**src/rtl/seg7_pkg.sv**
```systemverilog
// Shared definitions for the 7-segment scan receiver.
// Active-high gfedcba segment patterns for hex digits 0..F and the blank pattern,
// plus seg2hex(), which maps a pattern to {legal, nibble} (legal=0 for anything not in the table).
package seg7_pkg;

   localparam logic [6:0] SEG_0     = 7'h3F;
   localparam logic [6:0] SEG_1     = 7'h06;
   localparam logic [6:0] SEG_2     = 7'h5B;
   localparam logic [6:0] SEG_3     = 7'h4F;
   localparam logic [6:0] SEG_4     = 7'h66;
   localparam logic [6:0] SEG_5     = 7'h6D;
   localparam logic [6:0] SEG_6     = 7'h7D;
   localparam logic [6:0] SEG_7     = 7'h07;
   localparam logic [6:0] SEG_8     = 7'h7F;
   localparam logic [6:0] SEG_9     = 7'h6F;
   localparam logic [6:0] SEG_A     = 7'h77;
   localparam logic [6:0] SEG_B     = 7'h7C;
   localparam logic [6:0] SEG_C     = 7'h39;
   localparam logic [6:0] SEG_D     = 7'h5E;
   localparam logic [6:0] SEG_E     = 7'h79;
   localparam logic [6:0] SEG_F     = 7'h71;
   localparam logic [6:0] SEG_BLANK = 7'h00;

   // Returns {legal, nibble}; nibble is 0 when the pattern is not a hex glyph.
   function automatic logic [4:0] seg2hex(input logic [6:0] pat);
      logic [4:0] r;
      r = 5'h00;
      case (pat)
         SEG_0:   r = 5'h10;
         SEG_1:   r = 5'h11;
         SEG_2:   r = 5'h12;
         SEG_3:   r = 5'h13;
         SEG_4:   r = 5'h14;
         SEG_5:   r = 5'h15;
         SEG_6:   r = 5'h16;
         SEG_7:   r = 5'h17;
         SEG_8:   r = 5'h18;
         SEG_9:   r = 5'h19;
         SEG_A:   r = 5'h1A;
         SEG_B:   r = 5'h1B;
         SEG_C:   r = 5'h1C;
         SEG_D:   r = 5'h1D;
         SEG_E:   r = 5'h1E;
         SEG_F:   r = 5'h1F;
         default: r = 5'h00;
      endcase
      return r;
   endfunction

endpackage

```
**src/rtl/seg7_pat2hex.sv**
```systemverilog
// Combinational segment-pattern decoder (active-high gfedcba in, hex nibble out).
// Ports: i_pat pattern; o_legal pattern is a hex glyph; o_blank all segments off;
//        o_nibble decoded value (0 when not legal).
module seg7_pat2hex
   import seg7_pkg::*;
(
   input  logic [6:0] i_pat,
   output logic       o_legal,
   output logic       o_blank,
   output logic [3:0] o_nibble
);

   logic [4:0] w_dec;

   assign w_dec    = seg2hex(i_pat);
   assign o_legal  = w_dec[4];
   assign o_nibble = w_dec[3:0];
   assign o_blank  = (i_pat == SEG_BLANK);

endmodule

```
**src/rtl/seg7_scan_capture.sv**
```systemverilog
// Receive side of a multiplexed 7-segment display: synchronises segment/anode pins, waits for a
// dwell to be stable for STABLE_CYCLES samples, then commits the decoded nibble to that digit.
// Ports: clk/rst (sync, active-high); seg_i/an_i raw pins; digits_o/valid_o/blank_o/err_o per-digit
//        state; frame_o pulse once every digit has committed; conflict_o pulse on multi-anode dwell.
module seg7_scan_capture
   import seg7_pkg::*;
#(
   parameter int N_DIGITS       = 4,
   parameter int STABLE_CYCLES  = 4,
   parameter bit SEG_ACTIVE_LOW = 1'b1,
   parameter bit AN_ACTIVE_LOW  = 1'b1
) (
   input  logic                  clk,
   input  logic                  rst,
   input  logic [6:0]            seg_i,
   input  logic [N_DIGITS-1:0]   an_i,
   output logic [4*N_DIGITS-1:0] digits_o,
   output logic [N_DIGITS-1:0]   valid_o,
   output logic [N_DIGITS-1:0]   blank_o,
   output logic [N_DIGITS-1:0]   err_o,
   output logic                  frame_o,
   output logic                  conflict_o
);

   localparam int CW = $clog2(STABLE_CYCLES);
   localparam int SW = N_DIGITS + 7;

   // Pin levels meaning "nothing lit, no digit selected"; synchronisers reset to these so a
   // reset never looks like a burst of all-anodes-active samples.
   localparam logic [6:0]          SEG_IDLE = SEG_ACTIVE_LOW ? 7'h7F : 7'h00;
   localparam logic [N_DIGITS-1:0] AN_IDLE  = AN_ACTIVE_LOW ? {N_DIGITS{1'b1}} : '0;

   logic [6:0]          r_seg_s1, r_seg_s2;
   logic [N_DIGITS-1:0] r_an_s1, r_an_s2;

   logic [6:0]          w_seg;
   logic [N_DIGITS-1:0] w_an;
   logic [SW-1:0]       w_samp;
   logic [SW-1:0]       r_prev;
   logic [CW-1:0]       r_cnt;
   logic                w_same;
   logic                w_commit;
   logic                w_onehot;
   logic                w_multi;
   logic                w_legal, w_blank;
   logic [3:0]          w_nibble;
   logic                w_all_seen;

   logic [N_DIGITS-1:0][3:0] r_digits;
   logic [N_DIGITS-1:0]      r_valid, r_blank, r_err, r_seen;
   logic                     r_frame, r_conflict;

   always_ff @(posedge clk) begin
      if (rst) begin
         r_seg_s1 <= SEG_IDLE;
         r_seg_s2 <= SEG_IDLE;
         r_an_s1  <= AN_IDLE;
         r_an_s2  <= AN_IDLE;
      end else begin
         r_seg_s1 <= seg_i;
         r_seg_s2 <= r_seg_s1;
         r_an_s1  <= an_i;
         r_an_s2  <= r_an_s1;
      end
   end

   assign w_seg  = SEG_ACTIVE_LOW ? ~r_seg_s2 : r_seg_s2;
   assign w_an   = AN_ACTIVE_LOW ? ~r_an_s2 : r_an_s2;
   assign w_samp = {w_an, w_seg};

   // r_cnt = (times the current value has been seen) - 1, saturating at STABLE_CYCLES-1.
   // Commit happens on the sample that makes the count reach STABLE_CYCLES; saturation
   // then blocks any re-commit until the value changes.
   assign w_same   = (w_samp == r_prev);
   assign w_commit = w_same && (r_cnt == CW'(STABLE_CYCLES - 2));

   always_ff @(posedge clk) begin
      if (rst) begin
         r_prev <= '0;
         r_cnt  <= '0;
      end else begin
         r_prev <= w_samp;
         if (!w_same) begin
            r_cnt <= '0;
         end else if (r_cnt != CW'(STABLE_CYCLES - 1)) begin
            r_cnt <= r_cnt + 1'b1;
         end
      end
   end

   assign w_onehot = $onehot(w_an);
   assign w_multi  = (w_an != '0) && !w_onehot;

   seg7_pat2hex u_pat2hex (
      .i_pat    (w_seg),
      .o_legal  (w_legal),
      .o_blank  (w_blank),
      .o_nibble (w_nibble)
   );

   assign w_all_seen = &r_seen;

   always_ff @(posedge clk) begin
      if (rst) begin
         r_digits   <= '0;
         r_valid    <= '0;
         r_blank    <= '0;
         r_err      <= '0;
         r_seen     <= '0;
         r_frame    <= 1'b0;
         r_conflict <= 1'b0;
      end else begin
         r_frame    <= w_all_seen;
         r_conflict <= w_commit && w_multi;
         // Seen bits clear on the frame pulse, but a commit on that same edge belongs to the next frame.
         r_seen <= (w_all_seen ? '0 : r_seen) | ((w_commit && w_onehot) ? w_an : '0);
         if (w_commit && w_onehot) begin
            for (int i = 0; i < N_DIGITS; i++) begin
               if (w_an[i]) begin
                  r_valid[i] <= w_legal;
                  r_blank[i] <= w_blank;
                  r_err[i]   <= !w_legal && !w_blank;
                  if (w_legal) begin
                     r_digits[i] <= w_nibble;
                  end
               end
            end
         end
      end
   end

   assign digits_o   = r_digits;
   assign valid_o    = r_valid;
   assign blank_o    = r_blank;
   assign err_o      = r_err;
   assign frame_o    = r_frame;
   assign conflict_o = r_conflict;

endmodule

```
**config.mk**
```make
export PLATFORM = sky130hd
export DESIGN_NAME = seg7_scan_capture
export DESIGN_NICKNAME = d
export VERILOG_FILES = /design/src/rtl/seg7_pkg.sv /design/src/rtl/seg7_pat2hex.sv /design/src/rtl/seg7_scan_capture.sv
export SDC_FILE = /design/constraint.sdc
export NUM_CORES = 1
export LEC_CHECK = 0
export CAP_MARGIN = 40
export CORE_UTILIZATION = 48
export DETAILED_ROUTE_END_ITERATION = 16
export GPL_ROUTABILITY_DRIVEN = 0
export GPL_TIMING_DRIVEN = 0
export HOLD_SLACK_MARGIN = 0.03
export PLACE_DENSITY_LB_ADDON = 0.2
export SETUP_SLACK_MARGIN = 0.05
export SLEW_MARGIN = 10
export SYNTH_ARGS = -nofsm -noshare
export SYNTH_HDL_FRONTEND = slang
export SYNTH_SLANG_ARGS = --single-unit
```
**constraint.sdc**
```tcl
create_clock -name clk -period 3.1 [get_ports clk]
set_input_delay 0.62 -clock clk [delete_from_list [all_inputs] [get_ports clk]]
set_output_delay 0.62 -clock clk [all_outputs]
set_load 0.02 [all_outputs]
```
==> metrics.yaml, run 1 <==
run_status:
  outcome: "finished, final reports clean"
sta:
  setup_tns_ps: 0
  fin_crit_ps: 3050
  final_max_slew_viol_count: 0
  rsz0062_at_grt: "yes"
  worstMarginPinSlew_ps: 546
  skew_ps: 9.60
  finalSetupViolations: 0
  period_share_pct: 98.4
  max_freq_mhz: 328
  maxSlewHeadroom_pct: 63.3
  hold_viol_final: 0
logic_synthesis:
  yosysTopAreaCell: "dfxtp_1"
  synth_cells: 293
  synth_flop_cell: "dfxtp_1"
  syn_nets: 312
  synth_top_area_share_pct: 49.6
  synth_area_mm2: 0.00279
  ys_warn_count: 0
  avgSynthCellArea_um2: 9.51
  ys_top_cells_by_area: "dfxtp_1 50%, or2_2 4.9%, xor2_1 4.4%"
  synth_edf_count: 0
  yosys.cell_types.count: 38
  seq_area_frac_synth_pct: 49.6
  postSynth.asyncResetShare_pct: 0
  synth-seq-cells: 69
worst_hold_path:
  min_path_cells: 1
  hold_class: "register to register"
clock_network:
  clockBufferDepth: 2
  cts_buffers: 9
  cts_tree: "done"
  cts-hold-fix-buffers: 0
  root_buffer: "clkbuf_8"
  clk_pin_slew_ps: 70
  htreeDepth: 3
  clkSinkCount: 69
  clk_latency_ps: 350
floorplanning:
  die_area_mm2: 0.00611
  coreArea_mm2: 0.00554
  die_y_um: 78.2
  io_pins: 43
  initial_core_util_pct: 50.3
  rows: 27
  die_w_um: 78.2
grt:
  grt_pass1_vias: 2131
  globalRoute.totalOverflow: 0
  grt_max_degree: 13
  antenna_found_initial: 0
  grt_pass1_wl_um: 9940
  grt.total_usage_pct: 21.5
layout:
  most-common-layout-cells: "66 x dfxtp_1, 42 x clkdlybuf4s50_1, 28 x nor2_1, 22 x or2_2, 16 x clkbuf_1"
  instances_no_fill: 432
  regArea_mm2: 0.00139
  layout-drive-gt1-share_pct: 17.5
  diodes: 0
  num-fill-cells: 476
  mostFrequentLayoutCell: "dfxtp_1"
  final_nets: 374
  syn2layout_area_growth_pct: 31.2
  multi_input_area_mm2: 0.00141
routing:
  drt_iter0_drc: 85
  dr.pass1.iters: 4
  drcViolationCount: 0
  drtAntennaViolNets: 0
  via_per_inst: 5.37
  routed_wl_um: 5970
  vias: 2319
  wire_per_inst_um: 13.8
setup_path:
  reg2reg_slack_ps: 50
  cp-end-kind: "register"
  required_ps: 3380
  rr_worst_depth: 10
  worstPathArrival_ps: 3330
  path_max_fanout: 5
  path_class: "register to register"
  critPathLaunchType: "register"
pwr:
  irDropWorstVdd_mv: 0.307
  p_leak_nw: 1.35
  pwr-share-comb_pct: 7.8
  pwr-share-clk_pct: 40.2
  swShare_pct: 24.3
  pwr-share-seq_pct: 52.0
  switching_power_w: 0.000433
  intPower_w: 0.00135
  pwr_density_cell_mw_per_mm2: 487
place:
  io_buffers: 42
  placed_cells: 410
  dp_hpwl_um: 4140
flow_run:
  maxCapViolCount: 0
[final timing paths]
| kind | from | endpoint |
|---|---|---|
| worst max-delay path | r_an_s2[1] | err_o[0] |
| worst min-delay path | r_an_s1[0] | r_an_s2[0] |
| worst max register to register | r_an_s2[1] | err_o[0] |
| worst min register to register | r_an_s1[0] | r_an_s2[0] |
[per-stage QoR]
stage / setup WS [ps] / power [W] / hold slack, ps / util (%) / area [um2]
after floorplan: 44.0 / 0.00102 / 389 / - / 2790
after global placement: -691 / 0.00107 / 392 / 59.5 / 3300
after detailed placement: -365 / 0.00107 / 395 / 59.9 / 3320
after CTS: 7.55 / 0.00179 / 412 / 65.1 / 3610
after global routing: -77.9 / 0.00185 / 422 / 66.0 / 3660
final: 50.7 / 0.00178 / 411 / 66.0 / 3660
[power groups by stage]
stage / Clock [W] / Combinational (W) / Sequential, W
6_report: 0.000715 / 0.000139 / 0.000925
4_1_cts: 0.000725 / 0.000134 / 0.000926
3_5_place_dp: 0 / 0.000124 / 0.000948
5_1_grt: 0.000763 / 0.000154 / 0.000928
3_3_place_gp: 0 / 0.000120 / 0.000946
2_1_floorplan: 0 / 0.0000750 / 0.000949
[worst max-delay path, stage by stage (launching register included)]
cell and delay (ps):
dfxtp_4 360, fa_1 540, inv_2 50, ha_4 150
ha_4 250, nor4bb_4 270, nand4_1 140, buf_6 170
or4_4 420, or4_4 490, a21oi_2 140
[synth_stat cells (all sizes together) (8+ instances only)]
cell type  count
xor2          14
nand2b        14
dfxtp         69
a22o           8
nand2         13
nand3         13
nor2          28
o21ai          9
or2           22
clkbuf        14
a21oi         15
nor2b          9
[logic make-up after synthesis]
logic type | after synthesis | share of synthesized area (%)
AO/OA/AOI/OAI | 45 | 10.4
XOR/XNOR | 15 | 4.72
adder cells (fa/ha/maj) | 6 | 2.96
buffers and inverters | 21 | 2.87
flip-flops | 69 | 49.6
multiplexers | 7 | 2.51
AND/OR/NAND/NOR | 130 | 27.0
[state kept, by name (all words and copies together), names as in the netlist]
signal      count
blank_o         4
r_an_s2         4
conflict_o      1
r_seg_s1        7
frame_o         1
err_o           4
r_prev         11
r_cnt           2
r_an_s1         4
digits_o       16
r_seg_s2        7
valid_o         4
r_seen          4
[cell type report]
class / count / area share (%)
clock inverters: 5 / 1.68
clock buffers: 11 / 3.59
repair buffers: 52 / 13.7
inverters: 5 / 0.513
multi-input cells: 203 / 38.5
flip-flops and latches: 69 / 38.0
plain buffers: 15 / 1.54
well taps: 72 / 2.46
[per-layer routing]
| layer | GRT usage [%] | routed length (um) |
|---|---|---|
| met2 | 35.3 | 2940 |
| met3 | 6.98 | 256 |
| met4 | 10.6 | 119 |
| met5 | 0 | 0 |
| met1 | 25.3 | 2660 |
[what timing repair did]
item / CTS / global route
endpoints found under the setup margin: 22 / 16
gates resized for setup: 15 / 12
cloned: 0 / 0
endpoints found under the hold margin: 0 / 0
pin swaps: 3 / 5
buffers inserted: 3 / 4
(Power assumes the default switching activity.)
==> run 2: changes to the inputs <==
--- a/config.mk
+++ b/config.mk
@@ -12,6 +12,7 @@
 export GPL_TIMING_DRIVEN = 0
 export HOLD_SLACK_MARGIN = 0.03
 export PLACE_DENSITY_LB_ADDON = 0.2
+export REMOVE_ABC_BUFFERS = 1
 export SETUP_SLACK_MARGIN = 0.05
 export SLEW_MARGIN = 10
 export SYNTH_ARGS = -nofsm -noshare
==> run 2 against run 1 <==
Net effect:
- sequential share of layout area decreased by 0.79 points
- sequential power increased by 0.8%
- first-iteration DRC count rose by 61%
- die area unchanged
- total power grew 2.7%
- critical path depth is 1 lower
- routed wire length decreased by 3.3%
- clock power grew 7.1%
- clock-buffer cell count is the same
- non-clock buffer count is 4 lower
- via count decreased by 1.7%
- fmax is 1.2% lower
- critical path type unchanged
- critical endpoint unchanged
- largest cell class unchanged
==> metrics.yaml, run 2 (same netlist as run 1, synthesis figures left out) <==
run_status:
  outcome: "finished, final reports clean"
floorplanning:
  die_area_mm2: 0.00611  # unchanged
  io_pins: 43  # unchanged
  coreArea_mm2: 0.00554  # unchanged
  initial_core_util_pct: 50.3  # unchanged
  die_w_um: 78.2  # unchanged
  die_y_um: 78.2  # unchanged
  rows: 27  # unchanged
sta:
  holdWs_ps: 407  # -4.39 ps
  skew_ps: 13.2  # +3.55 ps
  period_share_pct: 99.5  # +1.2 points
  finalSetupViolations: 0  # unchanged
  rsz0062_at_grt: "yes"
  layout_setup_ws_ps: 14.6  # -36.1 ps
  maxSlewHeadroom_pct: 58.1  # -5.2 points
  worstMarginPinSlew_ps: 628  # +81.9 ps
  max_freq_mhz: 324  # -1.2%
  final_max_slew_viol_count: 0  # unchanged
  fin_crit_ps: 3090  # +36.1 ps
  hold_viol_final: 0  # unchanged
layout:
  diodes: 0  # unchanged
  most-common-layout-cells: "66 x dfxtp_1, 41 x clkdlybuf4s50_1, 28 x nor2_1, 22 x or2_2, 15 x buf_4"
  fin_area_mm2: 0.00374  # +2.3%
  layout-drive-gt1-share_pct: 22.2  # +4.7 points
  largest_reg_flops: 16  # unchanged
  instances_no_fill: 428  # -0.93%
  mostFrequentLayoutCell: "dfxtp_1"
  num-fill-cells: 454  # -4.6%
  syn2layout_area_growth_pct: 34.2
  final_nets: 370  # -1.1%
clock_network:
  clkSinkCount: 69  # unchanged
  clockBufferDepth: 2  # unchanged
  cts-hold-fix-buffers: 0  # unchanged
  cts_buffers: 9  # unchanged
  cts_tree: "done"
  clk_latency_ps: 350  # about the same
  clk_pin_slew_ps: 80  # about the same
  htreeDepth: 3  # unchanged
  root_buffer: "clkbuf_8"
worst_hold_path:
  hold_class: "register to register"
setup_path:
  path_class: "register to register"
  cp-end-kind: "register"
  critPathLaunchType: "register"
  worstPathArrival_ps: 3370  # +40 ps
  required_ps: 3390  # about the same
  path_max_fanout: 2  # -3
grt:
  grt.total_usage_pct: 19.9  # -1.6 points
  antenna_found_initial: 0  # unchanged
  grt_pass1_vias: 2041  # -4.2%
  grt_pass1_wl_um: 9360  # -5.8%
  grt_max_degree: 41  # +28
  globalRoute.totalOverflow: 0  # unchanged
pwr:
  pwr_density_cell_mw_per_mm2: 489  # +0.43%
  p_total_w: 0.00183  # +2.7%
  p_leak_nw: 1.42  # +5.2%
  irDropWorstVdd_mv: 0.317  # +3.4%
place:
  dp_hpwl_um: 3520  # -15%
  placed_area_mm2: 0.00327  # -1.3%
  placed_cells: 395  # -3.7%
  io_buffers: 42  # unchanged
  dp_slack_ps: -414  # -49.2 ps
routing:
  via_per_inst: 5.33  # -0.76%
  dr.pass1.iters: 4  # unchanged
  wire_per_inst_um: 13.5  # -2.4%
  routed_wl_um: 5770  # -3.3%
  vias: 2280  # -1.7%
  drtAntennaViolNets: 0  # unchanged
  drt_iter0_drc: 137  # +61%
  drcViolationCount: 0  # unchanged
flow_run:
  maxCapViolCount: 0  # unchanged
run 2: cell types whose count changed in the layout (fill, tap and decap cells not counted), sizes merged:
cell	previous run	this run
clkinvlp	3	2
clkinv	1	2
buf	11	22
clkbuf	25	11
clkdlybuf4s50	42	41
run 2: critical path, stage by stage (launching register included):
cell and delay, ps:
dfxtp_4 350, fa_1 540, inv_2 40, ha_4 150, ha_4 230, nor4bb_2 280
nand4_1 180, or4_4 590, or4_4 530, a21oi_2 130
run 2: area by class of cell:
class	count	area [um2]	share of cell area (%)
clock inverter	5	58.8	1.57
timing repair buffer	63	604	16.2
clock buffer	11	151	4.05
inverter	5	18.8	0.502
multi-input combinational	203	1420	38.1
tap	72	90.1	2.41
sequential	69	1390	37.2
run 2: routing by layer:
metal / GRT usage (%) / up-vias / routed length [um]
li1: - / 1136 / -
met1: 24.4 / 1069 / 2630
met2: 31.1 / 65 / 2780
met3: 6.05 / 10 / 266
met4: 10.9 / 0 / 89
met5: 0 / - / 0
run 2: final timing paths:
path | from | end | slack [ps] | cells past startpoint
hold / removal | r_an_s1[1] | r_an_s2[1] | 410 | 1
setup / recovery | r_an_s2[3] | err_o[0] | 10 | 9
setup reg to reg | r_an_s2[3] | err_o[0] | 10 | 9
hold reg to reg | r_an_s1[1] | r_an_s2[1] | 410 | 1
run 2: report_power, final:
group | internal (W) | total (W) | switching (W)
logic | 0.0000624 | 0.000130 | 0.0000680
clock network | 0.000415 | 0.000766 | 0.000351
registers | 0.000907 | 0.000932 | 0.0000243
total | 0.00138 | 0.00183 | 0.000443
run 2: what timing repair did:
item,in CTS,in global routing
setup endpoints to repair,14,18
pin swaps,4,13
hold endpoints to repair,0,0
buffers inserted,5,12
gates resized for setup,9,23
run 2: through the flow:
| stage | setup TNS (ps) | utilization (%) |
|---|---|---|
| finish | 0 | 67.5 |
| global route | -1210 | 67.5 |
| CTS | 0 | 63.8 |
| detailed placement | -1930 | 59.1 |
| global placement | -11540 | 58.4 |
| floorplan | 0 | - |
